`src/rtl/csa_pkg.sv`:
```
// Shared FSM state codes and width/row-count helpers for the carry-save stream accumulator.
package csa_pkg;

  localparam logic [1:0] S_IDLE    = 2'd0;
  localparam logic [1:0] S_ACCUM   = 2'd1;
  localparam logic [1:0] S_RESOLVE = 2'd2;
  localparam logic [1:0] S_OUTPUT  = 2'd3;

  function automatic int unsigned acc_w(input int unsigned out_w, input int unsigned guard_w);
    return out_w + guard_w;
  endfunction

  // Each 3:2 row turns three operands into two, so n operands need n-2 rows.
  function automatic int unsigned csa_levels(input int unsigned n_operands);
    return (n_operands > 2) ? n_operands - 2 : 0;
  endfunction

endpackage

```
`src/rtl/csa_stream_accum_csa_3to2_row.sv`:
```
// One row of 3:2 carry-save compression; the carry output is already weighted (shifted left).
module csa_3to2_row #(
  parameter int unsigned W = 8
) (
  input  logic [W-1:0] a,
  input  logic [W-1:0] b,
  input  logic [W-1:0] c,
  output logic [W-1:0] sum,
  output logic [W-1:0] carry
);

  logic [W-1:0] maj;

  assign sum   = a ^ b ^ c;
  assign maj   = (a & b) | (a & c) | (b & c);
  assign carry = maj << 1;

endmodule

```
`src/rtl/csa_stream_accum.sv`:
```
// Streaming N-lane carry-save accumulator with a single resolve add per vector.
// Optional macro CSA_SAT_EN clamps out_data to all ones when guard bits are set.
module csa_stream_accum
  import csa_pkg::*;
#(
  parameter int unsigned IN_W      = 21,
  parameter int unsigned LANES     = 3,
  parameter int unsigned OUT_W     = 32,
  parameter int unsigned GUARD_W   = 4,
  parameter int unsigned MAX_BEATS = 256
) (
  input  logic                             clk,
  input  logic                             rst_n,
  input  logic                             in_valid,
  output logic                             in_ready,
  input  logic [LANES*IN_W-1:0]            in_data,
  input  logic                             in_last,
  output logic                             out_valid,
  input  logic                             out_ready,
  output logic [OUT_W-1:0]                 out_data,
  output logic                             out_ovf,
  output logic [$clog2(MAX_BEATS+1)-1:0]   out_beats
);

  localparam int unsigned ACC_W = acc_w(OUT_W, GUARD_W);
  localparam int unsigned NROWS = csa_levels(LANES + 2);
  localparam int unsigned BW    = $clog2(MAX_BEATS + 1);

  logic [1:0]       state_q, state_d;
  logic [ACC_W-1:0] sum_q, carry_q;
  logic [BW-1:0]    beats_q;
  logic             ovf_q;
  logic             accept_c;
  logic [OUT_W-1:0] res_c;

  logic [ACC_W-1:0] lane      [LANES];
  logic [ACC_W-1:0] s_chain   [NROWS+1];
  logic [ACC_W-1:0] c_chain   [NROWS+1];

  assign accept_c = in_valid & in_ready;

  // Running sum/carry pair enters the chain; each row folds in one more lane.
  assign s_chain[0] = sum_q;
  assign c_chain[0] = carry_q;

  for (genvar k = 0; k < LANES; k++) begin : g_lane
    assign lane[k] = ACC_W'(in_data[k*IN_W +: IN_W]);
  end

  for (genvar i = 0; i < NROWS; i++) begin : g_row
    csa_3to2_row #(.W(ACC_W)) u_row (
      .a     (s_chain[i]),
      .b     (c_chain[i]),
      .c     (lane[i]),
      .sum   (s_chain[i+1]),
      .carry (c_chain[i+1])
    );
  end

`ifdef CSA_SAT_EN
  logic [ACC_W-1:0] resolved_c;
  assign resolved_c = sum_q + carry_q;
  assign res_c = (|resolved_c[ACC_W-1:OUT_W]) ? {OUT_W{1'b1}} : resolved_c[OUT_W-1:0];
`else
  assign res_c = OUT_W'(sum_q + carry_q);
`endif

  // State register.
  always_ff @(posedge clk or negedge rst_n) begin
    if (!rst_n) state_q <= S_IDLE;
    else        state_q <= state_d;
  end

  // Next-state logic.
  always_comb begin
    state_d = state_q;
    case (state_q)
      S_IDLE, S_ACCUM: if (accept_c) state_d = in_last ? S_RESOLVE : S_ACCUM;
      S_RESOLVE:       state_d = S_OUTPUT;
      S_OUTPUT:        if (out_ready) state_d = S_IDLE;
      default:         state_d = S_IDLE;
    endcase
  end

  // Handshake flags registered from the next state.
  always_ff @(posedge clk or negedge rst_n) begin
    if (!rst_n) begin
      in_ready  <= 1'b1;
      out_valid <= 1'b0;
    end else begin
      in_ready  <= (state_d == S_IDLE) || (state_d == S_ACCUM);
      out_valid <= (state_d == S_OUTPUT);
    end
  end

  // Carry-save state, beat counting and result capture.
  always_ff @(posedge clk or negedge rst_n) begin
    if (!rst_n) begin
      sum_q     <= '0;
      carry_q   <= '0;
      beats_q   <= '0;
      ovf_q     <= 1'b0;
      out_data  <= '0;
      out_ovf   <= 1'b0;
      out_beats <= '0;
    end else if (accept_c) begin
      sum_q   <= s_chain[NROWS];
      carry_q <= c_chain[NROWS];
      if (beats_q == BW'(MAX_BEATS)) ovf_q   <= 1'b1;
      else                           beats_q <= beats_q + 1'b1;
    end else if (state_q == S_RESOLVE) begin
      out_data  <= res_c;
      out_ovf   <= ovf_q;
      out_beats <= beats_q;
    end else if ((state_q == S_OUTPUT) && out_ready) begin
      sum_q   <= '0;
      carry_q <= '0;
      beats_q <= '0;
      ovf_q   <= 1'b0;
    end
  end

endmodule

```
`config.mk`:
```
export PLATFORM = sky130hd
export DESIGN_NAME = csa_stream_accum
export DESIGN_NICKNAME = d
export VERILOG_FILES = /design/src/rtl/csa_pkg.sv /design/src/rtl/csa_stream_accum_csa_3to2_row.sv /design/src/rtl/csa_stream_accum.sv
export SDC_FILE = /design/constraint.sdc
export NUM_CORES = 1
export LEC_CHECK = 0
export ABC_AREA = 1
export ABC_CLOCK_PERIOD_IN_PS = 3000
export CAP_MARGIN = 40
export CORE_MARGIN = 8
export CORE_UTILIZATION = 45
export DETAILED_ROUTE_END_ITERATION = 7
export GPL_TIMING_DRIVEN = 0
export PLACE_DENSITY = 0.67
export SYNTH_ARGS = -nofsm -noshare
export SYNTH_HDL_FRONTEND = slang
export SYNTH_SLANG_ARGS = --single-unit
export TNS_END_PERCENT = 50
```
`constraint.sdc`:
```
create_clock -name clk -period 3 [get_ports clk]
set_input_delay 0.45 -clock clk [delete_from_list [all_inputs] [get_ports clk]]
set_output_delay 0.45 -clock clk [all_outputs]
set_load 0.02 [all_outputs]
```
==> run summary, run 1 <==
status - finished, violations left
failing checks - hold timing
largest net degree at the start of global routing - 63
CTS tree - yes
RSZ-0062 raised after global routing - false
post-CTS sizing - 0
Crit-path slowest cell - fa_1
Top FF cell, synth - dfrtp_1
Final Hold Viols - 7
Yosys Warn Count - 0
crit-path cells - clkdlybuf4s50_1, fa_1, fa_1, fa_1, a22o_1
reg2reg setup slack - 730 ps
Die X - 153 um
die height - 153 um
count leader, synth - nand2_1
Pleak - 5.26 nW
Vias/cell - 5.13
maximum fanout along the worst path - 1
initial antenna violation count - 0
worst slew pin tran - 659 ps
Final HPWL DP - 17,200 um
Synth Cell Area - 0.00839 mm^2
crit path capture type - flip-flop
Hold Path Class - in -> async
via count - 6,865
Fin Clk Skew - 7.96 ps
# DRC - 0
Worst Path Required - 3310 ps
element type at the critical path start - primary input
Ant. Diodes - 0
FFs w/ async S/R, synth - 1.00
CTS Hold Bufs - 0
RePlAce Congestion - 0.953
MaxCap Viol Count - 0
Nets - 1,284
Final min period - 2330 ps
fin crit share - 0.776
ranking of synthesized cells by area - dfrtp_1, fa_1, nand2_1
register area - 0.00298 mm^2
final core utilization - 0.562
Post-synth EDFFs - 0
drt wl/cell - 16.4 um
Post-CTS Setup Bufs - 0
register area share after synthesis - 0.355
top cells by count, synth - nand2_1, inv_1, dfrtp_1
drt pass-1 iters - 5
hold_ws - -14.9 ps
reg2reg path depth - 13
Mapped Avg Cell Area - 8.74 um^2
Seq cells post-synth - 119
drt initial violations - 592
CTS clk-pin slew, worst paths - 50 ps
crit path DAT - 2630 ps
H-tree depth - 4
Multi-input gate area - 0.00474 mm^2
crit path kind - in -> reg
cell mode on critical path - fa_1
Syn Nets - 1,153
first-pass GRT wire length - 36,900 um
Pwr Density - 1060 mW/mm^2
Die Area - 0.0233 mm^2
share of cells above drive strength 1 - 0.0580
slowest stage delay, CP - 600 ps
# setup viols final - 0
fillers - 1,684
largest area contributor in the netlist - dfrtp_1
Reg2Reg Launch Point - carry_q[1]
Yosys top cell area share - 0.352
Fmax - 430 MHz
DRT Wirelength - 21,900 um
total CTS buffers - 17
gr ovfl total - 0
Max IR drop VDD - 0.000518 V
Final ANT Viol Nets - 0
Slew Viols, Final - 0
Ports - 112
IO Port Bufs - 111
Gate Count Post-Synth - 960
vias in the first global route - 7,278
RR Endpoint - out_data[25]
relative max-transition margin - 0.561
number of clock sinks - 119
Initial Utilization - 0.453
core area - 0.0185 mm^2
clk buf depth - 2
global-route usage over all layers - 0.198
Clock Tree Root - clkbuf_16
Netlist cell types - 38
area grow syn2layout - 24.0%
clk_lat worst skew - 420 ps
FP Rows - 50
[layout make-up]
class	instances	area share
inverters	150	0.0541
clock inverters	10	0.0125
multi-input cells	670	0.456
plain buffers	21	0.0105
well taps	234	0.0281
clock buffers	22	0.0436
repair buffers	112	0.109
flip-flops and latches	119	0.286
[stage by stage]
stage / std cells / cell area, um^2 / TNS (ps) / worst slack [ps] / power (mW)
2_1_floorplan: 960 / 8390 / 0 / 790 / 6.91
3_3_place_gp: 1305 / 9800 / -383470 / -3240 / 8.77
3_5_place_dp: 1306 / 9830 / 0 / 224 / 8.94
4_1_cts: 1338 / 10400 / 0 / 664 / 11.1
5_1_grt: 1338 / 10400 / 0 / 571 / 12.1
6_report: 1338 / 10400 / 0 / 673 / 11.0
[sequential cells by signal, summed over array words and instances, names as in the netlist]
signal,cells
beats_q,9
carry_q,31
in_ready,1
out_beats,9
out_data,32
out_ovf,1
out_valid,1
ovf_q,1
state_q,2
sum_q,32
[cells in the final DEF (no fill, tap or decap), types with 4 or more instances in the layout]
cell	count
clkinv_2	5
o21ai_0	51
fa_1	70
o22ai_1	4
a21oi_1	18
clkbuf_16	17
nand3_1	57
buf_2	9
dfrtp_1	118
clkdlybuf4s50_1	110
nand2_1	277
a22o_1	40
xor2_1	6
nand3b_1	5
inv_1	147
clkbuf_1	11
nand2_2	7
xnor2_1	14
nand4_1	7
nor2_1	33
nor2_2	4
ha_1	55
[cells by family (layout without fill, tap and decap cells)]
group | after synthesis | after routing | synth area share
flops | 119 | 119 | 0.355
simple gates | 400 | 400 | 0.199
fa+ha+maj | 125 | 125 | 0.249
compound gates | 125 | 125 | 0.0963
buf+inv | 171 | 315 | 0.0801
xor+xnor | 20 | 20 | 0.0209
[critical path, delay by kind of cell]
kind,cells,cell delay (ps)
compound gates,1,210
buf+inv,1,450
fa+ha+maj,3,1520
[how the worst max path moves through the flow]
stage	start	to	slack, ps	depth (start not counted)
after floorplan	in_data[10]	sum_q[10]	790	4
after global placement	rst_n	carry_q[18]	-3240	1
after detailed placement	in_data[20]	sum_q[20]	220	5
after CTS	in_data[20]	sum_q[20]	660	5
after global routing	carry_q[1]	out_data[25]	570	13
final	in_data[20]	sum_q[20]	670	5
[where the power goes]
part	leakage, nW	total (mW)	switching [mW]	internal, mW
sequential	1.55	2.77	0.531	2.24
clock	0.284	2.05	0.732	1.32
combinational	3.42	6.16	3.53	2.63
[routing by layer]
layer,routed length (um),global-route usage,part of all wire
met5,0,0,0
met4,429,0.0627,0.020
met3,1500,0.0545,0.069
met2,10000,0.316,0.46
met1,9940,0.257,0.45
(Power assumes the default switching activity.)
==> run 2, diff against run 1 <==
- ABC_CLOCK_PERIOD_IN_PS: 3000 -> 2160
- clock period: 3 -> 2.16 ns (I/O delays scaled with it)
==> run 2 against run 1 <==
Against the previous run: the flow finishes with violations (setup timing); sequential share of layout area fell by 0.78 points; combinational power is 47% higher; via count up 1.6%; highest routed layer unchanged; die area did not move; first-iteration DRC count decreased by 11%.
==> run summary, run 2 (synthesis results as in run 1) <==
Ant. Diodes - 0 (unchanged)
MaxCap Viol Count - 0 (unchanged)
share of cells above drive strength 1 - 0.110 (was 0.0580)
final setup TNS - -63.4 ps (was 0 ps)
drt initial violations - 527 (was 592)
area grow syn2layout - 27.6% (was 24.0%)
Final ANT Viol Nets - 0 (unchanged)
RR Endpoint - sum_q[1] (was out_data[25])
relative max-transition margin - 0.560 (was 0.561)
vias in the first global route - 7,387 (was 7,278)
Reg2Reg Launch Point - carry_q[1] (unchanged)
Initial Utilization - 0.453 (unchanged)
Nets - 1,308 (was 1,284)
Clock Tree Root - clkbuf_16 (unchanged)
final setup margin - -30.6 ps (was 673 ps)
RePlAce Congestion - 0.953 (unchanged)
# DRC - 0 (unchanged)
cell total after placement - 1,306 (unchanged)
fin crit share - 1.01
Layout Cells excl Fill - 1,362 (was 1,338)
Die X - 153 um (unchanged)
status - finished, violations left (unchanged)
met1 Use GR - 0.258 (was 0.257)
crit path capture type - flip-flop (unchanged)
register area - 0.00298 mm^2 (about the same)
largest net degree at the start of global routing - 63 (unchanged)
drt pass-1 iters - 5 (unchanged)
Vias/cell - 5.12 (was 5.13)
clk_lat worst skew - 420 ps (about the same)
die height - 153 um (unchanged)
clk buf depth - 2 (unchanged)
met2 Use GR - 0.321 (was 0.316)
# setup viols final - 7 (was 0)
IO Port Bufs - 111 (unchanged)
failing checks - setup timing (was hold timing)
crit path kind - reg -> reg (was in -> reg)
worst slack at placement - -490 ps (was 224 ps)
number of clock sinks - 119 (unchanged)
Final Hold Viols - 0 (was 7)
element type at the critical path start - flip-flop (was primary input)
Hold Path Class - in -> async (unchanged)
gr ovfl total - 0 (unchanged)
most frequent cells in the layout - nand2_1, inv_1, dfrtp_1 (unchanged)
crit path DAT - 2530 ps (was 2630 ps)
Pwr Density - 1470 mW/mm^2 (was 1060 mW/mm^2)
reg2reg path depth - 5 (was 13)
Worst Path Required - 2500 ps (was 3310 ps)
Placed Instance Area - 0.00983 mm^2 (unchanged)
Final min period - 2190 ps
total CTS buffers - 17 (unchanged)
Fmax - 457 MHz
Pleak - 5.38 nW (was 5.26 nW)
DRT Wirelength - 22,300 um (was 21,900 um)
met3 Use GR - 0.0539 (was 0.0545)
Ports - 112 (unchanged)
Slew Viols, Final - 0 (unchanged)
H-tree depth - 4 (unchanged)
Regs by FF count - out_data: 32 flops, sum_q: 32 flops, carry_q: 31 flops (unchanged)
initial antenna violation count - 0 (unchanged)
reg2reg setup slack - -30 ps (was 730 ps)
Die Area - 0.0233 mm^2 (unchanged)
core area - 0.0185 mm^2 (unchanged)
CTS clk-pin slew, worst paths - 60 ps (was 50 ps)
Multi-input gate area - 0.00486 mm^2 (was 0.00474 mm^2)
busiest layer in global routing - met2 (unchanged)
crit path from - carry_q[1] (was in_data[20])
first-pass GRT wire length - 37,200 um (was 36,900 um)
maximum fanout along the worst path - 3 (was 1)
global-route usage over all layers - 0.200 (was 0.198)
RSZ-0062 raised after global routing - true (was false)
Max IR drop VDD - 0.000723 V (was 0.000518 V)
fillers - 1,647 (was 1,684)
CTS tree - yes (unchanged)
commonest non-fill, non-tap cell in the layout - nand2_1 (unchanged)
Fin Clk Skew - 8.30 ps (was 7.96 ps)
Final HPWL DP - 17,200 um (unchanged)
design area - 0.0107 mm^2 (was 0.0104 mm^2)
worst slew pin tran - 660 ps (was 659 ps)
FP Rows - 50 (unchanged)
via count - 6,977 (was 6,865)
drt wl/cell - 16.4 um (about the same)
==> run 2: worst max-delay path by stage <==
stage / end / slack [ps] / cells after the start
finish: sum_q[1] / -30 / 5
global route: sum_q[1] / -80 / 5
CTS: sum_q[6] / -30 / 4
detailed placement: sum_q[20] / -490 / 5
global placement: carry_q[18] / -3960 / 1
floorplan: sum_q[10] / 30 / 4
==> run 2: cell type report <==
type	count	area share
tap	234	0.0273
timing repair buffer	136	0.123
sequential	119	0.278
buffer	21	0.0103
clock inverter	10	0.0121
inverter	150	0.0526
multi-input combinational	670	0.454
clock buffer	22	0.0424
==> run 2: where the power goes <==
part           switching, mW  internal, mW  total, mW
Clock                   1.03          1.83       2.86
Sequential             0.701          3.12       3.82
Combinational           5.09          3.95       9.04
==> run 2: timing repair <==
action | CTS | global route
hold buffers | 1 | 0
pin swaps | 51 | 17
setup buffers | 22 | 1
cloned | 0 | 0
endpoints found under the setup margin | 31 | 43
gates resized for setup | 6 | 36
hold endpoints to repair | 56 | 0
==> run 2: metal layers <==
layer | routed length, um | part of all wire
met2 | 10400 | 0.46
met5 | 0 | 0
met3 | 1550 | 0.069
met1 | 9960 | 0.45
met4 | 418 | 0.019
==> run 2: critical path, cell delays in order (launching register included) <==
cell,delay (ps)
dfrtp_2,440
fa_2,480
fa_2,540
inv_2,30
fa_1,450
o21ai_1,160
==> run 2: stage by stage <==
stage	util	power [mW]	hold WS, ps
floorplan	-	9.60	28.4
global placement	0.529	12.2	466
detailed placement	0.531	12.4	332
CTS	0.573	15.6	448
global route	0.578	17.2	484
finish	0.578	15.7	428
==> run 3, diff against run 2 <==
- TNS_END_PERCENT: 50 -> default
==> run 3 against run 2 <==
Against the previous run: the flow still finishes with violations (setup timing); total power rose by 0.16%; cell area rose by 0.22%; critical path depth fell by 1; largest power group unchanged; highest routed layer unchanged.
==> run summary, run 3 (synthesis results as in run 1) <==
relative max-transition margin - 0.569 (was 0.560)
slowest stage delay, CP - 530 ps (was 540 ps)
Ports - 112 (unchanged)
FP Rows - 50 (unchanged)
initial antenna violation count - 0 (unchanged)
crit-path cells - fa_1, fa_1, fa_1, a22o_1 (was fa_2, fa_2, inv_2, fa_1, o21ai_1)
core area - 0.0185 mm^2 (unchanged)
commonest non-fill, non-tap cell in the layout - nand2_1 (unchanged)
most frequent cells in the layout - nand2_1, inv_1, dfrtp_1 (unchanged)
Final ANT Viol Nets - 0 (unchanged)
Pwr Density - 1470 mW/mm^2 (about the same)
crit path DAT - 2480 ps (was 2530 ps)
Final min period - 2170 ps (was 2190 ps)
Max IR drop VDD - 0.000723 V (about the same)
cell total after placement - 1,306 (unchanged)
fin crit share - 1.00 (was 1.01)
Worst Path Required - 2470 ps (was 2500 ps)
Initial Utilization - 0.453 (unchanged)
Fmax - 462 MHz (was 457 MHz)
Regs by FF count - out_data: 32 flops, sum_q: 32 flops, carry_q: 31 flops (unchanged)
via count - 6,996 (was 6,977)
crit path kind - reg -> reg (unchanged)
Final Hold Viols - 0 (unchanged)
gr ovfl total - 0 (unchanged)
Crit-path slowest cell - fa_1 (was fa_2)
Tot Pwr - 15.7 mW (about the same)
RSZ-0062 raised after global routing - true (unchanged)
clk buf depth - 2 (unchanged)
global-route usage over all layers - 0.200 (about the same)
drt pass-1 iters - 5 (unchanged)
Pleak - 5.40 nW (was 5.38 nW)
share of cells above drive strength 1 - 0.111 (was 0.110)
drt initial violations - 503 (was 527)
crit path capture type - flip-flop (unchanged)
vias in the first global route - 7,383 (was 7,387)
Die X - 153 um (unchanged)
failing checks - setup timing (unchanged)
die height - 153 um (unchanged)
clk_lat worst skew - 420 ps (about the same)
element type at the critical path start - flip-flop (unchanged)
DRT Wirelength - 22,300 um (about the same)
first-pass GRT wire length - 37,300 um (was 37,200 um)
Vias/cell - 5.13 (was 5.12)
CP Buf/Inv Count - 0 (was 1)
final setup margin - -5.82 ps (was -30.6 ps)
number of clock sinks - 119 (unchanged)
drt wl/cell - 16.3 um (was 16.4 um)
Ant. Diodes - 0 (unchanged)
RePlAce Congestion - 0.953 (unchanged)
H-tree depth - 4 (unchanged)
# DRC - 0 (unchanged)
Hold Path Class - in -> async (unchanged)
Fin Clk Skew - 8.16 ps (was 8.30 ps)
largest net degree at the start of global routing - 63 (unchanged)
maximum fanout along the worst path - 2 (was 3)
Crit path max-delay family - adder cells (unchanged)
cell mode on critical path - fa_1 (was fa_2)
# setup viols final - 7 (unchanged)
Final HPWL DP - 17,200 um (unchanged)
total CTS buffers - 17 (unchanged)
fillers - 1,650 (was 1,647)
area grow syn2layout - 27.9% (was 27.6%)
CTS tree - yes (unchanged)
Nets - 1,311 (was 1,308)
status - finished, violations left (unchanged)
Layout Cells excl Fill - 1,365 (was 1,362)
worst slew pin tran - 647 ps (was 660 ps)
MaxCap Viol Count - 0 (unchanged)
Clock Tree Root - clkbuf_16 (unchanged)
Die Area - 0.0233 mm^2 (unchanged)
Slew Viols, Final - 0 (unchanged)
IO Port Bufs - 111 (unchanged)
CTS clk-pin slew, worst paths - 50 ps (was 60 ps)
-- run 3: repair_timing --
item | 4_1_cts | 5_1_grt
hold buffers | 1 | 0
pin swaps | 55 | 13
setup endpoints to repair | 31 | 43
setup buffers | 23 | 3
cloned | 0 | 0
hold endpoints to repair | 56 | 0
gates resized for setup | 5 | 36
-- run 3: final timing paths --
| check | depth (start not counted) | endpoint | slack [ps] | startpoint |
|---|---|---|---|---|
| max in group asynchronous | 3 | carry_q[10] | 1040 | rst_n |
| min in group clk | 2 | out_data[21] | 480 | out_data[21] |
| worst max register to register | 4 | sum_q[6] | -6 | carry_q[6] |
| worst min register to register | 2 | out_data[21] | 480 | out_data[21] |
| worst max-delay path | 4 | sum_q[6] | -6 | carry_q[6] |
| worst min-delay path | 2 | out_beats[1] | 430 | rst_n |
-- run 3: final cells by class --
type,instances,area (um^2),share of cell area
clock buffer,22,454,0.0423
sequential,119,2980,0.278
multi-input combinational,670,4860,0.453
inverter,150,563,0.0524
clock inverter,10,130,0.0121
tap,234,293,0.0273
buffer,21,110,0.0103
timing repair buffer,139,1340,0.125
-- run 3: per-layer routing --
| metal | global-route usage | up-vias | wire length (um) |
|---|---|---|---|
| met1 | 0.259 | 3354 | 9950 |
| met4 | 0.0627 | 0 | 376 |
| met2 | 0.321 | 238 | 10400 |
| li1 | - | 3371 | - |
| met5 | 0 | - | 0 |
| met3 | 0.0539 | 33 | 1590 |
-- run 3: through the flow --
stage / setup TNS (ps) / setup WS (ps) / instance area [um^2] / hold slack [ps] / utilization
6_report: -22.3 / -5.82 / 10700 / 427 / 0.580
4_1_cts: -120 / -19.7 / 10600 / 448 / 0.573
2_1_floorplan: 0 / 26.1 / 8390 / 28.4 / -
5_1_grt: -936 / -63.1 / 10700 / 484 / 0.580
3_3_place_gp: -484860 / -3960 / 9800 / 466 / 0.529
3_5_place_dp: -17280 / -490 / 9830 / 332 / 0.531
-- run 3: report_power, final --
group	switching, mW	internal [mW]
sequential	0.693	3.12
clock	1.02	1.83
combinational	5.11	3.97
